**src/rtl/bcd_countdown_timer_if.sv**
```systemverilog
// Bundle of the set-time input and the display/buzzer-facing outputs of
// bcd_countdown_timer. The master side drives the controls, the slave side
// is the timer itself.
interface bcd_countdown_timer_if;
    logic [7:0] set_t;    // BCD setting, [7:4] tens, [3:0] units
    logic       start;    // start / resume / restart pulse
    logic       pause;    // freeze a running countdown
    logic       clear;    // abort to IDLE
    logic [7:0] remain;   // BCD remaining count
    logic       running;  // high in RUN
    logic       paused;   // high in PAUSE
    logic       done;     // one-cycle pulse on reaching 00
    logic       alarm;    // high while in DONE
    logic       err;      // one-cycle pulse on a rejected start

    modport master (
        output set_t, start, pause, clear,
        input  remain, running, paused, done, alarm, err
    );

    modport slave (
        input  set_t, start, pause, clear,
        output remain, running, paused, done, alarm, err
    );
endinterface

```
**src/rtl/bcd_countdown_timer.sv**
```systemverilog
// Two-digit BCD countdown timer. Loads the set-time value on start, counts
// it down once every TICK_DIV clock cycles, pulses done and raises alarm at
// 00. Pause freezes the prescaler and count; resume continues the partial
// tick. While idle the remaining-count output mirrors the setting.
// Optional build macro TIMER_SET_CHECK_EN: reject starts whose setting is
// not valid BCD or lies outside 01..60, pulsing err instead.
module bcd_countdown_timer #(
    parameter int TICK_DIV = 50_000_000
) (
    input  logic             clk,
    input  logic             rst_n,
    bcd_countdown_timer_if.slave tmr
);
    localparam int PW = $clog2(TICK_DIV);
    localparam logic [PW-1:0] PRESC_LAST = PW'(TICK_DIV - 1);

    typedef enum logic [1:0] {
        ST_IDLE  = 2'd0,
        ST_RUN   = 2'd1,
        ST_PAUSE = 2'd2,
        ST_DONE  = 2'd3
    } state_e;

    state_e        state_q, state_d;
    logic [7:0]    remain_q, remain_d;
    logic [PW-1:0] presc_q, presc_d;
    logic          done_q, done_d;
    logic          err_q, err_d;

    logic set_nonzero;
    logic set_ok;
    logic start_ok;
    logic start_reject;

    // One BCD step down; callers never apply it to 00.
    function automatic logic [7:0] bcd_dec(input logic [7:0] v);
        if (v[3:0] == 4'd0) begin
            return {v[7:4] - 4'd1, 4'd9};
        end
        return {v[7:4], v[3:0] - 4'd1};
    endfunction

    assign set_nonzero = (tmr.set_t != 8'h00);

`ifdef TIMER_SET_CHECK_EN
    // For valid BCD the byte ordering matches the numeric ordering.
    assign set_ok = (tmr.set_t[7:4] <= 4'd9) && (tmr.set_t[3:0] <= 4'd9) &&
                    (tmr.set_t >= 8'h01) && (tmr.set_t <= 8'h60);
`else
    assign set_ok = 1'b1;
`endif

    // A zero setting is silently ignored; only a non-zero bad setting errs.
    assign start_ok     = tmr.start && set_nonzero && set_ok;
    assign start_reject = tmr.start && set_nonzero && !set_ok;

    // Next-state logic: clear beats pause beats start; pause only acts in RUN.
    always_comb begin
        state_d  = state_q;
        remain_d = remain_q;
        presc_d  = presc_q;
        done_d   = 1'b0;
        err_d    = 1'b0;
        if (tmr.clear) begin
            state_d  = ST_IDLE;
            remain_d = tmr.set_t;
            presc_d  = '0;
        end else begin
            case (state_q)
                ST_IDLE: begin
                    remain_d = tmr.set_t;
                    if (start_ok) begin
                        state_d = ST_RUN;
                        presc_d = '0;
                    end else if (start_reject) begin
                        err_d = 1'b1;
                    end
                end
                ST_RUN: begin
                    if (tmr.pause) begin
                        state_d = ST_PAUSE;
                    end else if (presc_q == PRESC_LAST) begin
                        presc_d = '0;
                        if (remain_q == 8'h01) begin
                            remain_d = 8'h00;
                            done_d   = 1'b1;
                            state_d  = ST_DONE;
                        end else begin
                            remain_d = bcd_dec(remain_q);
                        end
                    end else begin
                        presc_d = presc_q + PW'(1);
                    end
                end
                ST_PAUSE: begin
                    // Resume keeps the held prescaler value.
                    if (tmr.start) begin
                        state_d = ST_RUN;
                    end
                end
                ST_DONE: begin
                    if (start_ok) begin
                        state_d  = ST_RUN;
                        remain_d = tmr.set_t;
                        presc_d  = '0;
                    end else if (start_reject) begin
                        err_d = 1'b1;
                    end
                end
                default: begin
                    state_d = ST_IDLE;
                end
            endcase
        end
    end

    // State and datapath registers with asynchronous active-low reset.
    always_ff @(posedge clk or negedge rst_n) begin
        if (!rst_n) begin
            state_q  <= ST_IDLE;
            remain_q <= 8'h00;
            presc_q  <= '0;
            done_q   <= 1'b0;
            err_q    <= 1'b0;
        end else begin
            state_q  <= state_d;
            remain_q <= remain_d;
            presc_q  <= presc_d;
            done_q   <= done_d;
            err_q    <= err_d;
        end
    end

    // Status flags are pure decodes of the state register.
    assign tmr.remain  = remain_q;
    assign tmr.running = (state_q == ST_RUN);
    assign tmr.paused  = (state_q == ST_PAUSE);
    assign tmr.alarm   = (state_q == ST_DONE);
    assign tmr.done    = done_q;
    assign tmr.err     = err_q;
endmodule
```
**src/flat_wrapper.sv**
```systemverilog
// flat-port wrapper written by rule: the top's interface ports become plain ports
module bcd_countdown_timer_flat 
#(
    parameter int TICK_DIV = 50_000_000
)
  (clk, rst_n, tmr_set_t, tmr_start, tmr_pause, tmr_clear, tmr_remain, tmr_running, tmr_paused, tmr_done, tmr_alarm, tmr_err);
  bcd_countdown_timer_if tmr_i ();
  input  logic clk;
  input  logic rst_n;
  input wire logic [$bits(tmr_i.set_t)-1:0] tmr_set_t;
  input wire logic [$bits(tmr_i.start)-1:0] tmr_start;
  input wire logic [$bits(tmr_i.pause)-1:0] tmr_pause;
  input wire logic [$bits(tmr_i.clear)-1:0] tmr_clear;
  output wire logic [$bits(tmr_i.remain)-1:0] tmr_remain;
  output wire logic [$bits(tmr_i.running)-1:0] tmr_running;
  output wire logic [$bits(tmr_i.paused)-1:0] tmr_paused;
  output wire logic [$bits(tmr_i.done)-1:0] tmr_done;
  output wire logic [$bits(tmr_i.alarm)-1:0] tmr_alarm;
  output wire logic [$bits(tmr_i.err)-1:0] tmr_err;
  assign tmr_i.set_t = tmr_set_t;
  assign tmr_i.start = tmr_start;
  assign tmr_i.pause = tmr_pause;
  assign tmr_i.clear = tmr_clear;
  assign tmr_remain = tmr_i.remain;
  assign tmr_running = tmr_i.running;
  assign tmr_paused = tmr_i.paused;
  assign tmr_done = tmr_i.done;
  assign tmr_alarm = tmr_i.alarm;
  assign tmr_err = tmr_i.err;
  bcd_countdown_timer #(.TICK_DIV(TICK_DIV)) u_core (.clk(clk), .rst_n(rst_n), .tmr(tmr_i));
endmodule
```
**config.mk**
```make
export PLATFORM = sky130hd
export DESIGN_NAME = bcd_countdown_timer_flat
export DESIGN_NICKNAME = d
export VERILOG_FILES = /design/src/rtl/bcd_countdown_timer_if.sv /design/src/rtl/bcd_countdown_timer.sv /design/src/flat_wrapper.sv
export SDC_FILE = /design/constraint.sdc
export NUM_CORES = 1
export LEC_CHECK = 0
export ABC_AREA = 0
export CAP_MARGIN = 25
export CORE_ASPECT_RATIO = 1.5
export CORE_UTILIZATION = 45
export DETAILED_ROUTE_END_ITERATION = 10
export PLACE_DENSITY_LB_ADDON = 0.12
export RECOVER_POWER = 50
export SLEW_MARGIN = 20
export SYNTH_ARGS = -nofsm -noshare
export SYNTH_HDL_FRONTEND = slang
export SYNTH_SLANG_ARGS = --single-unit
```
**constraint.sdc**
```tcl
create_clock -name clk -period 2.8 [get_ports clk]
set_input_delay 0.56 -clock clk [delete_from_list [all_inputs] [get_ports clk]]
set_output_delay 0.56 -clock clk [all_outputs]
set_load 0.01 [all_outputs]
```
* After elaboration in Yosys (flattened, before gate mapping)
Index checks and enable logic that the tools add are counted.
** Word-level totals
- Flip-flop bits (word level) :: 37
- Word-level logic and storage cells :: 63
- Memories kept :: 0
- Output and inout port bits :: 13
- Bits in latches :: 0
- Bits in read-only memories :: 0
- Input bits :: 13
- Bits in writable memories :: 0
** Cells by class
- $add $sub $neg :: 3
- Mux-type cells :: 31
- Divide/modulo/power cells :: 0
- Shift operators :: 0
- Bitwise operators :: 0
- Equality and inequality tests :: 13
- Reductions and logical operators :: 11
- $lt $le $gt $ge :: 0
- Multiply operators :: 0
** Operator list (number)
- $mux W26 :: 4
- $mux W8 :: 7
- $pmux W26 S2 :: 1
- $add A26 B1 Y26 const B :: 1
- $eq A26 B26 Y1 const B :: 1
- $pmux W8 S3 :: 1
- $mux W2 :: 6
- $mux W1 :: 11
- $eq A8 B1 Y1 const B :: 1
- $ne A4 B3 Y1 const B :: 2
- $reduce_and A4 Y1 :: 2
- $reduce_bool A8 Y1 :: 1
- $sub A4 B1 Y4 const B :: 2
- $ne A3 B2 Y1 const B :: 2
- $ne A3 B3 Y1 const B :: 2
- $pmux W2 S3 :: 1
- $reduce_and A5 Y1 :: 1
- $eq A2 B2 Y1 const B :: 2
- $logic_not A4 Y1 :: 1
- $ne A4 B2 Y1 const B :: 1
- $reduce_bool A4 Y1 :: 1
- $ne A3 B1 Y1 const B :: 1
- $reduce_and A3 Y1 :: 1
- $reduce_bool A3 Y1 :: 1
- other kinds (4) :: 4

* Longest topological paths before layout
Gate-level depths: netlist of run 1.
- Depth after elaboration :: 13
- Gate-level depth with buffers :: 8
- Gate-level depth less buffers :: 7

* Worst setup path before layout of run 1
No wires, ideal clock.
- Kind :: register -> register
- Start :: reg u_core.remain_q[1] (netlist: u_core.tmr.remain[1])
- End :: reg u_core.state_q[0]
- Buffers on the path :: 0
- Setup time :: 0.125 ns
- Stages on the path, launching flop included :: 8
- Slack :: 0.513 ns
- Arrival time :: 2.162 ns
- Period minus slack after synthesis :: 2.287 ns
- Data required time :: 2.675 ns
- Cells stage by stage :: dfrtp_1 > inv_1 > ha_1 > or4bb_1 > nor3_1 > and3_2 > o31a_2 > mux2_2
** Between the ends
- Cells in the longest elaborated chain, start to end :: 3
** Ends and longest elaborated chain
- from (decl) :: RTL line bcd_countdown_timer.sv:25 : logic [7:0] remain_q, remain_d;
- from (signal assigned) :: RTL line bcd_countdown_timer.sv:127 : remain_q <= remain_d;
- $eq A8 B1 Y1 :: RTL line bcd_countdown_timer.sv:84 : if (remain_q == 8'h01) begin
- $ne A4 B3 Y1 (no line)
- $reduce_and A4 Y1 (no line)
- to (signal assigned) :: RTL line bcd_countdown_timer.sv:126 : state_q <= state_d;
- to (decl) :: RTL line bcd_countdown_timer.sv:24 : state_e state_q, state_d;
Every way passes these cells.
A chain may end at the register's enable or synchronous reset.

* Final worst setup path of run 1
- Start :: reg u_core.presc_q[10]
- End :: reg u_core.presc_q[17]
** Between the ends
- Cells in the longest elaborated chain, start to end :: 5
- Elaborated cells between the ends (all ways) :: 6
- Classes of those cells :: add/sub (1); eq/ne (1); mux (4)
** Ends and longest elaborated chain
- from (decl) :: RTL line bcd_countdown_timer.sv:26 : logic [PW-1:0] presc_q, presc_d;
- from (signal assigned) :: RTL line bcd_countdown_timer.sv:128 : presc_q <= presc_d;
- $add A26 B1 Y26 or $eq A26 B26 Y1 (tied branches) :: RTL line bcd_countdown_timer.sv:92, bcd_countdown_timer.sv:82
- $mux W26 (*) :: RTL line bcd_countdown_timer.sv:82 : end else if (presc_q == PRESC_LAST) begin
- $mux W26 (*) :: RTL line bcd_countdown_timer.sv:80 : if (tmr.pause) begin
- $pmux W26 S2 (*) :: RTL line bcd_countdown_timer.sv:69 : case (state_q)
- $mux W26 (*) :: RTL line bcd_countdown_timer.sv:64 : if (tmr.clear) begin
Mark *: on every way between the ends. The rest lies on a longest branch, timed or not. The select of a mux whose other input is x is not followed.

==> flow_summary.ini, run 1 <==
[run_status]
status = finished, violations left
violations = capacitance limit, slew limit

[drt]
routedWlPerCell_um = 16.34
drc = 0
ant_nets = 0
drt_iter0_drc = 82
vias_per_cell = 5.806
dr.pass1.iters = 4
routed-via-count = 2218
routed_wl_um = 6242

[global_route]
antenna_found_initial = 0
grt.total_usage_pct = 22.79
grt_max_degree = 38
grt_pass1_vias = 2173
grt_pass1_wl_um = 10470
grt_overflow = 0

[critical_path]
crit_arrival_ns = 2.67
slowest_stage = a21oi_1
r2r_cells = 5
path_depth = 5
worstSetupPathType = flop to flop
path_cells = or4_4 -> nor4b_4 -> nand2_1 -> a21oi_1 -> nor2_1
cp_max_fo = 12
start_kind = flop
critPathTopFamily = simple AND/OR/NAND/NOR gates
critPathCaptureType = flop
worstPathRequired_ns = 2.93
max_stage_delay_ns = 0.76
cp_num_buf_inv = 0

[place]
gp_congestion = 0.8454
place_area_um2 = 2868
dp.cells = 374
numPortBuffers = 24
place_hpwl_um = 4595

[clock_tree]
cts.sinks = 37
cts_tree = done
htreeDepth = 2
clkTransAtPathRegs_ns = 0.07
cts.repair.resized = 0
clkLatencyLatePin_ns = 0.29
cts_root_buf = clkbuf_8
postCtsSetupBuffers = 0
ctsHoldBuffers = 0
clk_path_buf_depth = 2
cts_inserted_buffers = 5

[power]
cellLeakagePower_uw = 0.001210
max-vdd-ir-drop_mv = 0.2434
powerDensity_nw_per_um2 = 662.2
power_uw = 1953

[logic_synthesis]
ys_async_sr_fraction_pct = 100.0
synth-edff-count = 0
synth.avg_cell_area_um2 = 8.994
ys.flop_type = dfrtp_1
yosysUniqueCellTypes = 60
ys_ff_latch = 37
syn_nets = 305
syn_inst = 281
seq_area_frac_synth_pct = 36.63
syn-cell-area_um2 = 2527
yosys_warnings = 0

[cells_and_area]
final_common_cell = dfrtp_1
final_cell_mix = dfrtp_1 (37), nand2_1 (29), nor2_1 (21)
finalInstanceArea_um2 = 2949
final_cells = 382
n_antenna_cell = 0
drive_gt1_share_pct = 11.22
syn_to_final_growth_pct = 16.68
utilization_pct = 54.11
finalNetCount = 335

[timing]
rsz0062_at_grt = no
finalSetupViolCount = 0
drv_slew = 38
clock_skew_ns = 0.01111
fin_tns_setup_ns = 0
period_minus_slack_ns = 2.533
hold_viol = 0
fmax_ghz = 0.3948
maxSlewHeadroom_pct = -35.71
fin_crit_sh_pct = 90.47
worstMarginPinSlew_ns = 2.036

[job]
max-cap-violations = 1

[die]
io_pins = 26
die_w_um = 63.19
core_area_um2 = 5450
initial_core_util_pct = 46.37
dieArea_um2 = 5926
num_rows = 33
fp.dieH_um = 93.79

[worst_hold_path]
hold_depth = 1
hp-class = flop to flop
## area by class of cell
cell class	count	area, um^2
fillers	527	2501
multi-input cells	219	1488
flip-flops and latches	37	925.9
repair buffers	35	316.6
well taps	70	87.58
clock buffers	6	72.57
inverters	13	48.80
clock inverters	2	10.01
## through the flow
| stage | hold WS [ns] | setup WS [ns] |
|---|---|---|
| after floorplan | 0.2644 | 0.5133 |
| after global placement | 0.5279 | 0.08940 |
| after detailed placement | 0.5370 | 0.02640 |
| after CTS | 0.3989 | 0.2341 |
| after global routing | 0.5661 | 0.07690 |
| final | 0.5526 | 0.2669 |
## Yosys cell counts (all sizes together) (5+ instances only)
cell type	count	area [um^2]
nor2	21	78.83
and4	5	45.04
inv	13	48.80
a21oi	16	80.08
buf	6	41.28
dfrtp	37	925.9
nand4	5	31.28
nor3	9	45.04
o21ai	13	68.81
clkbuf	6	23.77
a2111oi	7	61.31
and3	6	41.29
xnor2	12	105.1
nand2	29	108.9
nand3	12	72.57
ha	11	137.6
a211oi	6	45.04
## sequential cells by signal, indices dropped and copies added, names as in the netlist
register	flops
u_core.presc_q	26
u_core.tmr.remain	8
u_core.state_q	2
u_core.tmr.done	1
## path summary, 6_finish.rpt
path,startpoint,to,slack [ns]
worst max-delay path,u_core.presc_q[10],u_core.presc_q[17],0.27
worst min-delay path,u_core.presc_q[5],u_core.presc_q[5],0.55
worst max register to register,u_core.presc_q[10],u_core.presc_q[17],0.27
worst min register to register,u_core.presc_q[5],u_core.presc_q[5],0.55
max in group asynchronous,rst_n,u_core.presc_q[6],0.78
min in group asynchronous,rst_n,u_core.tmr.remain[0],0.83
## per-layer routing
metal	up-vias	wire length [um]	share of wire, %	track usage [%]
met4	0	102	1.6	7.386
li1	1101	-	-	-
met3	7	129	2.1	2.791
met5	-	0	0	0
met2	45	3378	54	44.18
met1	1065	2630	42	25.17
## cell families after synthesis
family / count (synthesis) / synth area share [%]
AOI/OAI and AO/OA: 73 / 20.79
buffers and inverters: 25 / 4.505
muxes: 5 / 2.228
xor gates and xnor gates: 12 / 4.158
and+or+nand+nor: 117 / 26.09
adders and majority gates: 11 / 5.445
other: 1 / 0.1484
DFF: 37 / 36.63
## power breakdown
group,switching [uW],internal [uW]
clock,198,173
combinational,473,388
sequential,110,612
total,781,1170
## worst reg2reg max path: cells and delay by family (launching register included)
kind               cells  cell delay (ns)
and+or+nand+nor        4             1.18
AOI/OAI and AO/OA      1             0.76
DFF                    1             0.44
(Power assumes the default switching activity.)
==> run 2, diff against run 1 <==
TNS_END_PERCENT = 5   (was unset)
clock period = 3.05 ns   (was 2.8 ns; I/O delays follow)
==> run 2 against run 1 <==
Compared with the run above: the run still ends with capacitance limit, slew limit left; clock power down 7.8%; combinational power is 7.7% lower; via count unchanged; register-to-register slack improved by 0.21 ns; global-route usage grew 0.23 points; clock skew decreased by 0.0085 ns; wire length grew 1.0%; critical path type is now input port to flop.
==> flow_summary.ini, run 2 (synthesized netlist as in run 1, its figures left out) <==
[critical_path]
path_cells = clkdlybuf4s50_1 -> or4_1 -> o211ai_1 -> and2_1 -> buf_4 -> o2bb2a_1 -> o31ai_1
cp_max_fo = 14
max_stage_delay_ns = 0.61
critPathCaptureType = flop
cp_num_buf_inv = 2
slowest_stage = or4_1
start_kind = input port
worstPathRequired_ns = 3.25
critPathTopFamily = simple AND/OR/NAND/NOR gates
crit_arrival_ns = 2.78
worstSetupPathType = input port to flop

[clock_tree]
postCtsSetupBuffers = 0
cts_root_buf = clkbuf_8
cts.repair.resized = 0
cts_inserted_buffers = 5
htreeDepth = 2
ctsHoldBuffers = 0
clk_path_buf_depth = 2
clkLatencyLatePin_ns = 0.29
clkTransAtPathRegs_ns = 0.08
cts.sinks = 37
cts_tree = done

[drt]
drt_iter0_drc = 74
ant_nets = 0
drc = 0
routed-via-count = 2218
dr.pass1.iters = 4
vias_per_cell = 5.852
routedWlPerCell_um = 16.64
routed_wl_um = 6305

[global_route]
grt_pass1_wl_um = 10510
grt_overflow = 0
grt_max_degree = 38
grt_pass1_vias = 2253
antenna_found_initial = 0
grt.total_usage_pct = 23.02

[place]
numPortBuffers = 24
place_area_um2 = 2845
dp_slack_ns = 0.1436
place_hpwl_um = 4664
gp_congestion = 0.8846

[cells_and_area]
finalInstanceArea_um2 = 2930
largest_reg_flops = 26
syn_to_final_growth_pct = 15.94
drive_gt1_share_pct = 10.68
final_cell_mix = dfrtp_1 (37), nand2_1 (29), nor2_1 (21)
top_register = u_core.presc_q
finalNetCount = 332
final_common_cell = dfrtp_1
n_antenna_cell = 0
fillCellCount = 533

[die]
initial_core_util_pct = 46.37
num_rows = 33
fp.dieH_um = 93.79
die_w_um = 63.19
core_area_um2 = 5450
dieArea_um2 = 5926
io_pins = 26

[job]
max-cap-violations = 1

[timing]
finalSetupViolCount = 0
fmax_ghz = 0.3877
worstMarginPinSlew_ns = 2.055
clock_skew_ns = 0.002621
fin_tns_setup_ns = 0
rsz0062_at_grt = no
period_minus_slack_ns = 2.580
hold_viol = 0
drv_slew = 38
fin_crit_sh_pct = 84.58
setup_ws_ns = 0.4704
worst_hold_slack_ns = 0.5513
maxSlewHeadroom_pct = -36.98

[run_status]
violations = capacitance limit, slew limit
status = finished, violations left

[power]
powerDensity_nw_per_um2 = 614.2
max-vdd-ir-drop_mv = 0.1946
cellLeakagePower_uw = 0.001193

[worst_hold_path]
hp-class = flop to flop
## run 2: cell types whose count changed in the layout (fill, tap and decap cells not counted), sizes merged
cell | before | now
buf | 11 | 8
clkinvlp | 0 | 1
clkbuf | 7 | 6
## run 2: cell type report
type | count | area [um^2] | share of cell area [%]
clock buffer | 5 | 68.82 | 2.348
clock inverter | 3 | 17.52 | 0.5978
inverter | 13 | 48.80 | 1.665
multi-input combinational | 219 | 1488 | 50.77
sequential | 37 | 925.9 | 31.60
tap | 70 | 87.58 | 2.989
timing repair buffer | 32 | 294.0 | 10.03
## run 2: final timing paths
check	from	endpoint	slack [ns]	cells after the start
worst max-delay path	tmr_set_t[2]	u_core.presc_q[9]	0.47	7
worst min-delay path	u_core.presc_q[5]	u_core.presc_q[5]	0.55	1
worst max register to register	u_core.presc_q[11]	u_core.presc_q[16]	0.48	5
worst min register to register	u_core.presc_q[5]	u_core.presc_q[5]	0.55	1
max in group asynchronous	rst_n	u_core.presc_q[7]	0.97	1
min in group asynchronous	rst_n	u_core.tmr.remain[2]	0.89	1
## run 2: worst reg2reg max path: cells and delay by family, from the launching register on
kind	cells	cell delay, ns
flops	1	0.47
simple gates	4	1.20
compound gates	1	0.76
## run 2: power breakdown
group | internal, uW | leakage, uW | switching (uW)
sequential | 562 | 0.000496 | 104
combinational | 349 | 0.000653 | 445
clock | 158 | 0.0000439 | 183
## run 2: metal layers
metal	up-vias	track usage [%]	part of all wire, %
met5	-	0	0
met4	0	10.23	2.5
met3	16	2.670	1.8
met2	46	45.43	55
met1	1062	23.72	40
li1	1094	-	-
## run 2: per-stage QoR
stage	utilization (%)	power, uW	cells
after floorplan	-	1153	281
after global placement	52.20	1477	371
after detailed placement	52.20	1485	371
after CTS	53.79	1839	379
after global routing	53.76	1936	379
final	53.76	1800	379
